==> config.mk <==
export PLATFORM = sky130hd
export DESIGN_NAME = fpga_transmitter_param
export DESIGN_NICKNAME = d
export VERILOG_FILES = /design/src/rtl/fpga_comm_pkg.sv /design/src/rtl/fpga_shift_register_param.sv /design/src/rtl/fpga_transmitter_param.sv
export SDC_FILE = /design/constraint.sdc
export NUM_CORES = 1
export LEC_CHECK = 0
export CORE_MARGIN = 1.5
export CORE_UTILIZATION = 59
export CTS_BUF_LIST = sky130_fd_sc_hd__clkbuf_16
export DETAILED_ROUTE_END_ITERATION = 10
export PLACE_DENSITY = 0.92
export SLEW_MARGIN = 25
export SYNTH_ARGS = -nofsm -noshare
export SYNTH_HDL_FRONTEND = slang
export SYNTH_SLANG_ARGS = --single-unit
==> constraint.sdc <==
create_clock -name clk -period 3.6 [get_ports clk]
set_clock_uncertainty 0.1 [all_clocks]
set_input_delay 0.72 -clock clk [delete_from_list [all_inputs] [get_ports clk]]
set_output_delay 0.72 -clock clk [all_outputs]
set_load 0.02 [all_outputs]
==> src/rtl/fpga_comm_pkg.sv <==
`default_nettype none
// ============================================================================
//  Module      : fpga_comm_pkg
//  Description : Shared types and constants for the FPGA-to-FPGA serial link.
//  Revision    : 1.0  initial parametrised release
// ============================================================================
package fpga_comm_pkg;

    // Transmitter control states
    typedef enum logic [2:0] {
        IDLE    = 3'd0,
        REQ     = 3'd1,
        BACKOFF = 3'd2,
        SHIFT   = 3'd3,
        FINISH  = 3'd4,
        DONE    = 3'd5
    } tx_state_t;

    // Quiet cycles on send_to_other between two request attempts
    localparam int BACKOFF_CYCLES = 2;

    // Depth of the acknowledge synchroniser
    localparam int SYNC_STAGES = 2;

    // Retry counter width, wide enough for MAX_RETRY up to 15
    localparam int RETRY_W = 4;

endpackage
`default_nettype wire

==> src/rtl/fpga_shift_register_param.sv <==
`default_nettype none
// ============================================================================
//  Module      : fpga_shift_register_param
//  Description : Parallel-load, serial-out shift register with selectable
//                bit order (LSB_FIRST=1 sends bit 0 first).
//  Revision    : 1.0  initial parametrised release
// ============================================================================
module fpga_shift_register_param #(
    parameter int DATA_WIDTH = 8,
    parameter int LSB_FIRST  = 1
) (
    input  logic                  clk,
    input  logic                  reset,
    input  logic                  load_i,
    input  logic [DATA_WIDTH-1:0] data_i,
    input  logic                  shift_i,
    output logic                  serial_o
);

    logic [DATA_WIDTH-1:0] sr_q;
    logic [DATA_WIDTH-1:0] sr_shifted;
    logic [DATA_WIDTH-1:0] sr_d;

    // The exposed bit always sits at the end that leaves first
    generate
        if (LSB_FIRST != 0) begin : g_lsb_first
            assign sr_shifted = {1'b0, sr_q[DATA_WIDTH-1:1]};
            assign serial_o   = sr_q[0];
        end else begin : g_msb_first
            assign sr_shifted = {sr_q[DATA_WIDTH-2:0], 1'b0};
            assign serial_o   = sr_q[DATA_WIDTH-1];
        end
    endgenerate

    // Load has priority over shift so a new word is never corrupted
    always_comb begin
        sr_d = sr_q;
        if (load_i) begin
            sr_d = data_i;
        end else if (shift_i) begin
            sr_d = sr_shifted;
        end
    end

    // Shift register storage
    always_ff @(posedge clk or negedge reset) begin
        if (!reset) begin
            sr_q <= '0;
        end else begin
            sr_q <= sr_d;
        end
    end

endmodule
`default_nettype wire

==> src/rtl/fpga_transmitter_param.sv <==
`default_nettype none
// ============================================================================
//  Module      : fpga_transmitter_param
//  Description : FPGA-to-FPGA serial transmitter. Requests the link, waits for
//                a synchronised acknowledge (with timeout and bounded retry),
//                shifts the word out one bit per clock and runs the finish
//                handshake.
//                Optional macro FPGA_TX_PARITY_EN appends an even-parity bit.
//  Revision    : 1.0  initial parametrised release
// ============================================================================
module fpga_transmitter_param
    import fpga_comm_pkg::*;
#(
    parameter int DATA_WIDTH  = 8,
    parameter int ACK_TIMEOUT = 255,
    parameter int MAX_RETRY   = 3,
    parameter int LSB_FIRST   = 1
) (
    input  logic                  clk,
    input  logic                  reset,
    input  logic                  start,
    input  logic [DATA_WIDTH-1:0] data_in,
    output logic                  busy,
    input  logic                  acknowledge,
    output logic                  send_to_other,
    output logic                  data_out,
    output logic                  data_valid,
    output logic                  finish,
    output logic                  finish_sent,
    output logic                  timeout_err
);

    localparam int TIMER_W  = $clog2(ACK_TIMEOUT + 1);
    localparam int BITCNT_W = $clog2(DATA_WIDTH + 1);
`ifdef FPGA_TX_PARITY_EN
    localparam int FRAME_BITS = DATA_WIDTH + 1;
`else
    localparam int FRAME_BITS = DATA_WIDTH;
`endif

    // The timer counts 0..ACK_TIMEOUT-1 so a window is exactly ACK_TIMEOUT cycles
    localparam logic [TIMER_W-1:0]  TIMER_LAST   = TIMER_W'(ACK_TIMEOUT - 1);
    localparam logic [TIMER_W-1:0]  TIMER_MAX    = TIMER_W'(ACK_TIMEOUT);
    localparam logic [TIMER_W-1:0]  BACKOFF_LAST = TIMER_W'(BACKOFF_CYCLES - 1);
    localparam logic [BITCNT_W-1:0] BIT_LAST     = BITCNT_W'(FRAME_BITS - 1);
    localparam logic [RETRY_W-1:0]  RETRY_LIMIT  = RETRY_W'(MAX_RETRY);

    tx_state_t             state_q, state_d;
    logic [TIMER_W-1:0]    timer_q, timer_d;
    logic [BITCNT_W-1:0]   bit_cnt_q, bit_cnt_d;
    logic [RETRY_W-1:0]    retry_q, retry_d;
    logic                  timeout_q, timeout_d;
    logic [SYNC_STAGES-1:0] ack_sync_q;
    logic                  ack_s;
    logic                  load;
    logic                  serial_bit;
    logic                  frame_bit;
    logic                  timer_run;

    // Acknowledge comes from another clock domain: two-flop synchroniser
    always_ff @(posedge clk or negedge reset) begin
        if (!reset) begin
            ack_sync_q <= '0;
        end else begin
            ack_sync_q <= {ack_sync_q[SYNC_STAGES-2:0], acknowledge};
        end
    end

    assign ack_s = ack_sync_q[SYNC_STAGES-1];

    fpga_shift_register_param #(
        .DATA_WIDTH (DATA_WIDTH),
        .LSB_FIRST  (LSB_FIRST)
    ) u_shift (
        .clk      (clk),
        .reset    (reset),
        .load_i   (load),
        .data_i   (data_in),
        .shift_i  (state_q == SHIFT),
        .serial_o (serial_bit)
    );

`ifdef FPGA_TX_PARITY_EN
    logic parity_q;

    // Even parity of the payload, fixed at load time
    always_ff @(posedge clk or negedge reset) begin
        if (!reset) begin
            parity_q <= 1'b0;
        end else if (load) begin
            parity_q <= ^data_in;
        end
    end

    assign frame_bit = (bit_cnt_q == BITCNT_W'(DATA_WIDTH)) ? parity_q : serial_bit;
`else
    assign frame_bit = serial_bit;
`endif

    // Next-state logic; acknowledge is tested before the timer so it wins a tie
    always_comb begin
        state_d   = state_q;
        retry_d   = retry_q;
        timeout_d = 1'b0;
        load      = 1'b0;
        unique case (state_q)
            IDLE: begin
                if (start) begin
                    load    = 1'b1;
                    retry_d = '0;
                    state_d = REQ;
                end
            end
            REQ: begin
                if (ack_s) begin
                    state_d = SHIFT;
                end else if (timer_q == TIMER_LAST) begin
                    if (retry_q < RETRY_LIMIT) begin
                        retry_d = retry_q + 1'b1;
                        state_d = BACKOFF;
                    end else begin
                        timeout_d = 1'b1;
                        state_d   = IDLE;
                    end
                end
            end
            BACKOFF: begin
                if (timer_q == BACKOFF_LAST) begin
                    state_d = REQ;
                end
            end
            SHIFT: begin
                if (bit_cnt_q == BIT_LAST) begin
                    state_d = FINISH;
                end
            end
            FINISH: begin
                if (!ack_s) begin
                    state_d = DONE;
                end else if (timer_q == TIMER_LAST) begin
                    timeout_d = 1'b1;
                    state_d   = IDLE;
                end
            end
            DONE: begin
                state_d = IDLE;
            end
            default: begin
                state_d = IDLE;
            end
        endcase
    end

    assign timer_run = (state_q == REQ) || (state_q == BACKOFF) || (state_q == FINISH);

    // Counters restart on every state change and saturate instead of wrapping
    always_comb begin
        timer_d   = '0;
        bit_cnt_d = '0;
        if (state_d == state_q) begin
            if (timer_run) begin
                timer_d = (timer_q == TIMER_MAX) ? timer_q : timer_q + 1'b1;
            end
            if (state_q == SHIFT) begin
                bit_cnt_d = (bit_cnt_q == BIT_LAST) ? bit_cnt_q : bit_cnt_q + 1'b1;
            end
        end
    end

    // State, counters and the registered abort pulse
    always_ff @(posedge clk or negedge reset) begin
        if (!reset) begin
            state_q   <= IDLE;
            timer_q   <= '0;
            bit_cnt_q <= '0;
            retry_q   <= '0;
            timeout_q <= 1'b0;
        end else begin
            state_q   <= state_d;
            timer_q   <= timer_d;
            bit_cnt_q <= bit_cnt_d;
            retry_q   <= retry_d;
            timeout_q <= timeout_d;
        end
    end

    // Outputs decode the registered state so reset clears them immediately
    assign busy          = (state_q != IDLE);
    assign send_to_other = (state_q == REQ) || (state_q == SHIFT);
    assign data_valid    = (state_q == SHIFT);
    assign data_out      = (state_q == SHIFT) ? frame_bit : 1'b0;
    assign finish        = (state_q == FINISH);
    assign finish_sent   = (state_q == DONE);
    assign timeout_err   = timeout_q;

endmodule
`default_nettype wire

==> out/qor.yml <==
detailed_routing:
  wire_per_inst_um: 16.9
  dr.pass1.iters: 4
  first_iter_violations: 71
  routed_wl_um: 3720
  vias: 1422
  avgViaCountPerCell: 6.43
  route.detailed.drc: 0
  ant_nets: 0
clock_tree:
  cts_tree: "yes"
  h-tree-depth: 2
  clock_latency_ns: 0.27
  cts.path.max_buffers: 2
  ctsHoldBuffers: 0
  clk_pin_slew_ns: 0.05
  cts_resized: 0
  cts-buffers-inserted: 5
  cts.sinks: 30
  post_cts.repair.setup_buffers: 0
  cts_root_buffer: "clkbuf_16"
floorplan:
  die_w_um: 55.1
  die_y_um: 55.1
  ios: 19
  rows: 18
  coreArea_um2: 2520
  initial_core_util_pct: 63.4
  die-area_um2: 3030
job:
  drv_cap: 0
hold_path:
  worstHoldStart: "ack_sync_q[0]"
  hp-class: "reg2reg"
yosys:
  yosysUniqueCellTypes: 38
  postSynthAreaPerCell_um2: 9.14
  synth_seq_cells: 30
  synthAdderAreaFrac_pct: 3.91
  synth_top_family_by_area: "simple AND/OR/NAND/NOR gates"
  yosysTopAreaCell: "dfrtp_1"
  syn_inst: 175
  synth_area_leaders: "dfrtp_1 (47%), nand2_1 (5.4%), nor2_1 (4.2%)"
  synth-xor-area-share_pct: 1.10
  synth_simple_gate_area_share_pct: 26.1
  yosysSeqAreaShare_pct: 46.9
  syn_area_um2: 1600
  yosys.cell_count.top_type: "dfrtp_1"
  yosys_warnings: 0
  syn_nets: 192
  synth_compound_area_share_pct: 16.5
  synth_commonest_cells: "dfrtp_1 (30), nand2_1 (23), nor2_1 (18)"
  yosysTopAreaCellShare_pct: 46.9
  synth_edf_count: 0
  muxShareOfSynthArea_pct: 0.704
  synthArstFlopShare_pct: 100
  synth_ff_type: "dfrtp_1"
sta:
  tightest_slew_ns: 0.561
  hold_violations: 0
  rsz0062_at_grt: "no"
  slew_viol_final: 0
  hold_ws_ns: 0.264
  finalSetupTns_ns: 0
  clock.fmax_mhz: 344
  period_minus_slack_ns: 2.91
  period_share_pct: 80.9
  timing.slew.headroom_pct: 62.5
  final-setup-viol-count: 0
power:
  powerDensity_nw_per_um2: 693
  ir_drop_v: 0.000716
  p_leak_nw: 0.823
worst_setup_path:
  worstPathMaxFanout: 12
  critPathLaunch: "state_q[2]"
  worstPathRequired_ns: 2.78
  arrival_ns: 2.09
  critPathLaunchType: "register"
  r2r-start: "state_q[0]"
  crit_path_end_kind: "output pin"
  critPathKind: "reg2out"
global_route:
  grt-ovfl-total: 0
  grt_pass1_vias: 1273
  grt_pass1_wl_um: 5870
  grt_use_total_pct: 28.2
  antenna_found_initial: 0
  grt_max_degree: 31
finish:
  drive_above_1_share_pct: 5.76
  ff_latch_area_um2: 751
  multiInputGateArea_um2: 773
  instances_no_fill: 221
  fill_cells: 171
  design_area_um2: 1920
  syn_to_final_growth_pct: 20.0
  finalNetCount: 207
  diodes: 0
placed_design:
  portBuffers: 18
  post_dp_cell_area_um2: 1780
  place_inst: 213
  hpwlAfterDp_um: 2510
  gp_congestion: 0.835
run_status:
  outcome: "finished, final reports clean"
-- registers in the layout, summed over array words and instances, names as in the netlist --
signal,flops
timer_q,8
u_shift.sr_q,8
bit_cnt_q,4
retry_q,4
state_q,3
ack_sync_q,2
timeout_err,1
-- placed cells by master, fill, tap and decap left out, types with 2 or more instances in the layout --
cell and count:
clkinv_1 3, a221o_1 2, and2_1 4, clkbuf_16 5
ha_1 5, nor2_1 18, o21ai_0 6, and3b_1 2
o2111ai_1 2, a21oi_1 3, dfrtp_1 30, buf_4 2
nor3b_1 3, nor3_1 9, clkdlybuf4s50_1 18, a311oi_1 2
nand3_1 9, a211oi_1 4, a31oi_1 10, o311ai_0 2
inv_1 7, nand3b_1 3, nand2_1 23, and3_1 3
-- path summary, 6_finish.rpt --
kind                                       to  slack (ns)  cells past startpoint
worst min register to register  ack_sync_q[1]        0.26                      0
worst max register to register     timer_q[2]        1.57                      4
min in group asynchronous         timeout_err        0.74                      2
max in group asynchronous          state_q[0]        2.39                      2
worst max-delay path               data_valid        0.69                      4
worst min-delay path            ack_sync_q[1]        0.26                      0
-- critical path, cell delays in order (launching register included) --
cell             delay (ns)
dfrtp_1                0.48
nand3b_1               0.20
buf_4                  0.19
inv_1                  0.27
clkdlybuf4s50_1        0.67
-- per-stage QoR --
stage / worst slack (ns) / utilization (%) / total power, mW
floorplan: 1.54 / - / 0.794
detailed placement: 1.00 / 70.7 / 0.936
finish: 0.689 / 76.1 / 1.33
global placement: 1.05 / 70.7 / 0.905
CTS: 0.707 / 76.1 / 1.33
global route: 0.580 / 76.1 / 1.41
-- area by class of cell --
| cell class | instances | share of cell area [%] |
|---|---|---|
| Sequential cell | 30 | 39.1 |
| Clock inverter | 3 | 0.587 |
| Multi-Input combinational cell | 126 | 40.3 |
| Tap cell | 30 | 1.96 |
| Inverter | 7 | 1.37 |
| Timing Repair Buffer | 20 | 10.2 |
| Clock buffer | 5 | 6.52 |
-- power by group --
group          internal (mW)  switching, mW
registers              0.419         0.0815
logic                  0.186          0.267
clock network          0.247          0.130
total                  0.852          0.479
-- metal layers --
metal,vias up,global-route usage [%],share of wire (%)
met5,-,0,0
met1,679,36.6,40
li1,658,-,-
met3,15,8.06,7.8
met4,0,12.6,2.7
met2,70,43.7,49
-- cell families after synthesis --
logic type / count (synthesis)
AO/OA/AOI/OAI: 36
XOR/XNOR: 2
adder cells (fa/ha/maj): 5
buffers and inverters: 19
flip-flops: 30
multiplexers: 1
AND/OR/NAND/NOR: 82
No activity file was read; power rests on OpenSTA's default activity.
